[src/rtl/mem_arb_pkg.sv]
// mem_arb_pkg: shared types and constants for the memory arbiter.
//   state_t  - arbiter FSM state encoding (IDLE, ADDR, RESP)
//   owner_t  - identifies which requester owns the outstanding transaction
// Optional feature macro used by the design: MEM_ARB_RR_EN (round-robin pick).
package mem_arb_pkg;

    typedef enum logic [1:0] {
        IDLE = 2'b00,
        ADDR = 2'b01,
        RESP = 2'b10
    } state_t;

    typedef logic owner_t;

    localparam owner_t OWN_I = 1'b0;
    localparam owner_t OWN_D = 1'b1;

endpackage

[src/rtl/mem_arbiter_if.sv]
// mem_arbiter_if: bundles the fetch port, data port and shared memory channel.
//   slave  - arbiter side (consumes requests, drives grants/responses/memory request)
//   master - environment side (requesters plus memory model)
// Optional feature macro used by the design: MEM_ARB_RR_EN (no effect on this file).
interface mem_arbiter_if #(
    parameter int unsigned ADDR_W = 32
);
    // Instruction-fetch port
    logic              i_req;
    logic [ADDR_W-1:0] i_addr;
    logic              i_gnt;
    logic              i_rvalid;
    logic [31:0]       i_rdata;
    // Data port
    logic              d_req;
    logic              d_we;
    logic [ADDR_W-1:0] d_addr;
    logic [31:0]       d_wdata;
    logic [3:0]        d_wstrb;
    logic              d_gnt;
    logic              d_rvalid;
    logic [31:0]       d_rdata;
    // Shared memory channel
    logic              m_req;
    logic              m_we;
    logic [ADDR_W-1:0] m_addr;
    logic [31:0]       m_wdata;
    logic [3:0]        m_wstrb;
    logic              m_ready;
    logic              m_rvalid;
    logic [31:0]       m_rdata;
    // Status
    logic              busy;

    modport slave (
        input  i_req, i_addr, d_req, d_we, d_addr, d_wdata, d_wstrb,
        input  m_ready, m_rvalid, m_rdata,
        output i_gnt, i_rvalid, i_rdata, d_gnt, d_rvalid, d_rdata,
        output m_req, m_we, m_addr, m_wdata, m_wstrb, busy
    );

    modport master (
        output i_req, i_addr, d_req, d_we, d_addr, d_wdata, d_wstrb,
        output m_ready, m_rvalid, m_rdata,
        input  i_gnt, i_rvalid, i_rdata, d_gnt, d_rvalid, d_rdata,
        input  m_req, m_we, m_addr, m_wdata, m_wstrb, busy
    );

endinterface

[src/rtl/mem_arb_pick.sv]
// mem_arb_pick: combinational winner selection between fetch and data requests.
//   i_req, d_req - pending requests
//   last_served  - owner of the most recent grant (only with MEM_ARB_RR_EN)
//   valid        - at least one request pending
//   winner       - OWN_I or OWN_D
// MEM_ARB_RR_EN defined: on a tie the requester not served last wins.
// MEM_ARB_RR_EN undefined: fixed priority, data wins over fetch.
module mem_arb_pick
    import mem_arb_pkg::*;
(
    input  logic   i_req,
    input  logic   d_req,
`ifdef MEM_ARB_RR_EN
    input  owner_t last_served,
`endif
    output logic   valid,
    output owner_t winner
);

    always_comb begin
        valid  = i_req | d_req;
        winner = d_req ? OWN_D : OWN_I;
`ifdef MEM_ARB_RR_EN
        if (i_req && d_req) begin
            winner = (last_served == OWN_D) ? OWN_I : OWN_D;
        end
`endif
    end

endmodule

[src/rtl/mem_arbiter.sv]
// mem_arbiter: arbitrates a fetch port and a data port onto one memory channel,
// one transaction outstanding at a time.
//   clk, rst - clock, asynchronous active-high reset
//   bus      - mem_arbiter_if.slave: fetch/data request ports, memory channel, busy
// Optional feature macro: MEM_ARB_RR_EN selects round-robin instead of
// fixed data-over-fetch priority on simultaneous requests.
module mem_arbiter
    import mem_arb_pkg::*;
#(
    parameter int unsigned ADDR_W = 32
) (
    input  logic          clk,
    input  logic          rst,
    mem_arbiter_if.slave  bus
);

    state_t            state_q;
    owner_t            owner_q;
    logic              m_req_q;
    logic              we_q;
    logic [ADDR_W-1:0] addr_q;
    logic [31:0]       wdata_q;
    logic [3:0]        wstrb_q;
`ifdef MEM_ARB_RR_EN
    owner_t            last_q;
`endif

    logic   pick_valid;
    owner_t pick_owner;
    logic   take;

    mem_arb_pick u_pick (
        .i_req       (bus.i_req),
        .d_req       (bus.d_req),
`ifdef MEM_ARB_RR_EN
        .last_served (last_q),
`endif
        .valid       (pick_valid),
        .winner      (pick_owner)
    );

    // Grants are only issued while idle; requests seen in ADDR/RESP just wait.
    assign take = (state_q == IDLE) && pick_valid;

    always_ff @(posedge clk or posedge rst) begin
        if (rst) begin
            state_q <= IDLE;
            owner_q <= OWN_I;
            m_req_q <= 1'b0;
            we_q    <= 1'b0;
            addr_q  <= '0;
            wdata_q <= '0;
            wstrb_q <= '0;
`ifdef MEM_ARB_RR_EN
            last_q  <= OWN_I;
`endif
        end else begin
            unique case (state_q)
                IDLE: begin
                    if (take) begin
                        owner_q <= pick_owner;
                        m_req_q <= 1'b1;
                        state_q <= ADDR;
`ifdef MEM_ARB_RR_EN
                        last_q  <= pick_owner;
`endif
                        if (pick_owner == OWN_D) begin
                            we_q    <= bus.d_we;
                            addr_q  <= bus.d_addr;
                            wdata_q <= bus.d_wdata;
                            wstrb_q <= bus.d_wstrb;
                        end else begin
                            // Fetches are always reads.
                            we_q    <= 1'b0;
                            addr_q  <= bus.i_addr;
                            wdata_q <= '0;
                            wstrb_q <= '0;
                        end
                    end
                end
                ADDR: begin
                    if (bus.m_ready) begin
                        m_req_q <= 1'b0;
                        state_q <= we_q ? IDLE : RESP;
                    end
                end
                RESP: begin
                    if (bus.m_rvalid) begin
                        state_q <= IDLE;
                    end
                end
                default: begin
                    m_req_q <= 1'b0;
                    state_q <= IDLE;
                end
            endcase
        end
    end

    assign bus.i_gnt    = take && (pick_owner == OWN_I);
    assign bus.d_gnt    = take && (pick_owner == OWN_D);

    // Read data passes straight through; only the owner's rvalid qualifies it.
    assign bus.i_rvalid = (state_q == RESP) && bus.m_rvalid && (owner_q == OWN_I);
    assign bus.d_rvalid = (state_q == RESP) && bus.m_rvalid && (owner_q == OWN_D);
    assign bus.i_rdata  = bus.m_rdata;
    assign bus.d_rdata  = bus.m_rdata;

    assign bus.m_req    = m_req_q;
    assign bus.m_we     = we_q;
    assign bus.m_addr   = addr_q;
    assign bus.m_wdata  = wdata_q;
    assign bus.m_wstrb  = wstrb_q;
    assign bus.busy     = (state_q != IDLE);

endmodule

[src/flat_wrapper.sv]
// flat-port wrapper written by rule: the top's interface ports become plain ports
module mem_arbiter_flat import mem_arb_pkg::*;
#(
    parameter int unsigned ADDR_W = 32
)
  (clk, rst, bus_i_req, bus_i_addr, bus_d_req, bus_d_we, bus_d_addr, bus_d_wdata, bus_d_wstrb, bus_m_ready, bus_m_rvalid, bus_m_rdata, bus_i_gnt, bus_i_rvalid, bus_i_rdata, bus_d_gnt, bus_d_rvalid, bus_d_rdata, bus_m_req, bus_m_we, bus_m_addr, bus_m_wdata, bus_m_wstrb, bus_busy);
  mem_arbiter_if #(.ADDR_W(ADDR_W)) bus_i ();
  input  logic clk;
  input  logic rst;
  input wire logic [$bits(bus_i.i_req)-1:0] bus_i_req;
  input wire logic [$bits(bus_i.i_addr)-1:0] bus_i_addr;
  input wire logic [$bits(bus_i.d_req)-1:0] bus_d_req;
  input wire logic [$bits(bus_i.d_we)-1:0] bus_d_we;
  input wire logic [$bits(bus_i.d_addr)-1:0] bus_d_addr;
  input wire logic [$bits(bus_i.d_wdata)-1:0] bus_d_wdata;
  input wire logic [$bits(bus_i.d_wstrb)-1:0] bus_d_wstrb;
  input wire logic [$bits(bus_i.m_ready)-1:0] bus_m_ready;
  input wire logic [$bits(bus_i.m_rvalid)-1:0] bus_m_rvalid;
  input wire logic [$bits(bus_i.m_rdata)-1:0] bus_m_rdata;
  output wire logic [$bits(bus_i.i_gnt)-1:0] bus_i_gnt;
  output wire logic [$bits(bus_i.i_rvalid)-1:0] bus_i_rvalid;
  output wire logic [$bits(bus_i.i_rdata)-1:0] bus_i_rdata;
  output wire logic [$bits(bus_i.d_gnt)-1:0] bus_d_gnt;
  output wire logic [$bits(bus_i.d_rvalid)-1:0] bus_d_rvalid;
  output wire logic [$bits(bus_i.d_rdata)-1:0] bus_d_rdata;
  output wire logic [$bits(bus_i.m_req)-1:0] bus_m_req;
  output wire logic [$bits(bus_i.m_we)-1:0] bus_m_we;
  output wire logic [$bits(bus_i.m_addr)-1:0] bus_m_addr;
  output wire logic [$bits(bus_i.m_wdata)-1:0] bus_m_wdata;
  output wire logic [$bits(bus_i.m_wstrb)-1:0] bus_m_wstrb;
  output wire logic [$bits(bus_i.busy)-1:0] bus_busy;
  assign bus_i.i_req = bus_i_req;
  assign bus_i.i_addr = bus_i_addr;
  assign bus_i.d_req = bus_d_req;
  assign bus_i.d_we = bus_d_we;
  assign bus_i.d_addr = bus_d_addr;
  assign bus_i.d_wdata = bus_d_wdata;
  assign bus_i.d_wstrb = bus_d_wstrb;
  assign bus_i.m_ready = bus_m_ready;
  assign bus_i.m_rvalid = bus_m_rvalid;
  assign bus_i.m_rdata = bus_m_rdata;
  assign bus_i_gnt = bus_i.i_gnt;
  assign bus_i_rvalid = bus_i.i_rvalid;
  assign bus_i_rdata = bus_i.i_rdata;
  assign bus_d_gnt = bus_i.d_gnt;
  assign bus_d_rvalid = bus_i.d_rvalid;
  assign bus_d_rdata = bus_i.d_rdata;
  assign bus_m_req = bus_i.m_req;
  assign bus_m_we = bus_i.m_we;
  assign bus_m_addr = bus_i.m_addr;
  assign bus_m_wdata = bus_i.m_wdata;
  assign bus_m_wstrb = bus_i.m_wstrb;
  assign bus_busy = bus_i.busy;
  mem_arbiter #(.ADDR_W(ADDR_W)) u_core (.clk(clk), .rst(rst), .bus(bus_i));
endmodule
[config.mk]
export PLATFORM = sky130hd
export DESIGN_NAME = mem_arbiter_flat
export DESIGN_NICKNAME = d
export VERILOG_FILES = /design/src/rtl/mem_arb_pkg.sv /design/src/rtl/mem_arbiter_if.sv /design/src/rtl/mem_arb_pick.sv /design/src/rtl/mem_arbiter.sv /design/src/flat_wrapper.sv
export SDC_FILE = /design/constraint.sdc
export NUM_CORES = 1
export LEC_CHECK = 0
export ABC_AREA = 1
export CAP_MARGIN = 20
export CORE_ASPECT_RATIO = 0.7
export CORE_MARGIN = 2
export CORE_UTILIZATION = 25
export CTS_CLUSTER_DIAMETER = 100
export DETAILED_ROUTE_END_ITERATION = 12
export PLACE_DENSITY_LB_ADDON = 0.3
export SLEW_MARGIN = 20
export SYNTH_ARGS = -nofsm -noshare
export SYNTH_HDL_FRONTEND = slang
export SYNTH_SLANG_ARGS = --single-unit
[constraint.sdc]
create_clock -name clk -period 4.3 [get_ports clk]
set_clock_uncertainty 0.15 [all_clocks]
set_input_delay 0.86 -clock clk [delete_from_list [all_inputs] [get_ports clk]]
set_output_delay 0.86 -clock clk [all_outputs]
set_load 0.02 [all_outputs]
==> impl.org <==
** Drt
- DRC viols :: 0
- Total iterations of the first detailed-routing run :: 7
- Routed WL per cell :: 12.76 um
- Via count normalized by instance count :: 4.010
- Vias after detailed routing :: ~3200
- Antenna violation net count after detailed routing :: 0
- After the first detailed-routing iteration, the DRC count stood at 139.
- For this block, the routed nets add up to 10.26 mm of wire.

** CTS
- Total of hold buffers inserted after clock tree synthesis :: 0
- Clock tree from TritonCTS :: done
- In this run the deepest clock path goes through 2 buffers.
- The H-tree generated during clock tree synthesis spans 3 levels.
- The clock drives 73 sinks.
- Library cell used as clock root buffer :: clkbuf_16
- After clock tree synthesis, the repair step resized 0 gates.
- Clk_lat worst skew :: roughly 320 ps
- Total CTS buffers :: 9
- Clock transition at path regs :: approximately 60 ps
- Post-CTS setup buffer count :: 0

** Synth
- By area the synthesized netlist is led by dfrtp_1, nand2_1, buf_4.
- Area leader, netlist :: dfrtp_1
- Number of nets produced by synthesis :: 630
- Top cell type's share of synthesized area :: 48.60%
- In this run, distinct cell masters in the synthesized netlist total 16.
- In this run the mean area of a mapped cell was roughly 7.7 sq um.
- Gate Count Post-Synth :: about 500
- Number of warnings issued by yosys :: 0
- Portion of the post-synthesis area used by sequential elements :: slightly below 50%
- Number of synthesized register bits :: 73
- The cell area that synthesis handed to floorplanning was 3759 sq um.

** Global route
- Entering global routing, the biggest net connects between 70 and 80 pins.
- Global routing finished with a remaining overflow of 0.
- Global-route wire length before repair :: ~16 mm
- Number of antenna violations at the first check in global routing :: 0
- The number of global-route vias before repair was about 3300.
- In the global route stage, overall resource usage came out at 13.01%.

** STA
- Count of final setup violators :: 0
- Worst slew slack as a fraction of its limit :: 51.32%
- Final worst path period need :: 3460 ps
- After routing, the total negative slack on setup checks comes to 0 ps.
- Max Fclk :: 289.0 MHz
- RSZ-0062 raised after global routing :: no
- Worst Hold Margin :: between 300 and 400 ps
- Share of the clock period used by the worst path after layout :: 80.47%
- The final max-slew violation count was 0.
- Final-report hold violation count :: 0
- For the pin with the worst max-slew slack, the measured transition is between 700 and 800 ps.

** Worst setup path
- In this run the critical register-to-register path is launched from u_core.state_q[1]$_DFFE_PP0P_.
- At the worst endpoint, the required time is between 3000 and 4000 ps.
- Worst setup path category :: input port to output pin
- Worst Setup End Kind :: output pin
- Worst R2R Path Depth :: 7
- Reg-to-reg endpoint :: u_core.bus.m_wstrb[2]$_DFFE_PP0P_
- Launching instance or port of the critical path :: bus_d_req
- Startpoint types :: input port
- Endpoint arrival time on the critical path :: between 2000 and 2500 ps
- Of all nets on the critical path, the largest fanout is 8.
- Worst setup path endpoint :: bus_i_gnt
- Register-to-register setup slack :: 2260 ps

** Power
- Worst vdd ir :: 0.2514 mV
- Summed over all cells, the static leakage comes to 0.002761 uW.
- Power spread over the standard cell area amounts to 690.0 nW/um^2.

** Final layout
- 0 antenna diodes ended up in the layout.
- For this run, the post-layout net count is ~740.
- Share of post-route cells with drive strength above 1 :: under 10%
- The finished cells cover roughly 5500 sq um.
- Layout Area Growth over Synthesis :: 46.84%

** Place
- Port buffering added approximately 180 buffers.
- Post-detail-place hpwl :: roughly 7.4 mm
- Instance area at placement :: 5219 sq um
- Weighted congestion reported at the end of routability-driven placement :: between 0.7 and 0.8

** Status
- Run status :: complete, no violations

** Floorplanning
- Die Footprint :: between 15000 and 20000 sq um
- about 280 I/O pins were placed.
- Die Y-Extent :: 106.6 um
- Site row count :: 37
- Core area :: 14680 sq um
- Die W :: 150.6 um
- Effective utilization at floorplan :: 25.61%

** Worst hold path
- The path class of the tightest hold or removal check is flip-flop to flip-flop.

** Job
- Across the run, the number of max-cap violations was 0.
routing by layer:
layer	global-route usage, %	wire length (um)	vias up
met5	0	0	-
met4	4.515	142	0
met3	5.489	993	23
met2	19.16	4265	133
met1	17.10	4854	1449
li1	-	-	1619
stage by stage:
step                      setup slack, ps  util, %  power (uW)  cells
after floorplan                      1437        -        2297    491
after global placement              807.5    35.56        3079    788
after detailed placement            793.9    35.56        3106    788
after CTS                           780.9    37.60        3888    804
after global routing                714.1    37.61        4095    804
final                               839.8    37.61        3808    804
worst min path at each step:
stage | to | startpoint | cells past startpoint
final | u_core.bus.m_wdata[27]$_DFFE_PP0P_ | u_core.bus.m_wdata[27]$_DFFE_PP0P_ | 2
after global routing | u_core.bus.m_wdata[3]$_DFFE_PP0P_ | u_core.bus.m_wdata[3]$_DFFE_PP0P_ | 2
after CTS | u_core.bus.m_wdata[10]$_DFFE_PP0P_ | u_core.bus.m_wdata[10]$_DFFE_PP0P_ | 2
after detailed placement | u_core.bus.m_addr[30]$_DFFE_PP0P_ | u_core.bus.m_addr[30]$_DFFE_PP0P_ | 2
after global placement | u_core.bus.m_addr[18]$_DFFE_PP0P_ | u_core.bus.m_addr[18]$_DFFE_PP0P_ | 2
after floorplan | u_core.owner_q$_DFFE_PP0P_ | u_core.owner_q$_DFFE_PP0P_ | 2
cells by family (layout without fill, tap and decap cells):
logic type / after synthesis / count (layout) / share of synthesized area [%]
AOI/OAI and AO/OA: 3 / 3 / 0.3994
buffers and inverters: 97 / 215 / 18.34
DFF: 73 / 73 / 48.60
and+or+nand+nor: 318 / 318 / 32.66
synthesized netlist by cell type:
library cell  number
a21oi_1            1
buf_2              6
buf_4             70
buf_6              7
clkbuf_1           2
dfrtp_1           73
inv_1             10
inv_2              1
inv_4              1
nand2_1          309
nand3_1            4
nor2_2             1
nor2_4             1
nor2_8             1
nor3_1             2
o21ai_0            2
layout by cell type (no fill, tap or decap):
master	instances
o21ai_0	2
inv_2	1
clkbuf_1	2
nor2_8	1
nor2_2	1
clkinv_2	1
nand2_1	309
nor2_4	1
bufinv_16	1
dfrtp_1	73
clkdlybuf4s50_1	181
buf_4	6
clkinv_4	2
nor3_1	2
inv_1	9
clkbuf_8	1
clkbuf_16	9
a21oi_1	1
nand3_1	4
inv_4	2
critical path, cell delays in order:
cell and delay [ps]:
clkdlybuf4s50_1 680, nor2_4 100, nor2_8 110, nand2_1 50
inv_1 50, clkdlybuf4s50_1 590
report_power, final:
part           total, uW  switching (uW)  internal [uW]  leakage [uW]
Sequential          1210             185           1020      0.000921
Clock                746             280            466      0.000147
Combinational       1850            1030            823       0.00169
flip-flops by register name, summed over array words and instances, names as in the netlist:
| signal | cells |
|---|---|
| u_core.bus.m_addr | 32 |
| u_core.bus.m_wdata | 32 |
| u_core.bus.m_wstrb | 4 |
| u_core.state_q | 2 |
| u_core.bus.m_req | 1 |
| u_core.bus.m_we | 1 |
| u_core.owner_q | 1 |
cell type report:
cell class	instances	area [sq um]
timing repair buffer	187	1857
sequential	73	1827
multi-input combinational	321	1242
inverter	12	50.05
clock inverter	4	52.55
tap	195	244.0
fill	1501	9156
clock buffer	12	246.5
No activity file was read; power rests on OpenSTA's default activity.
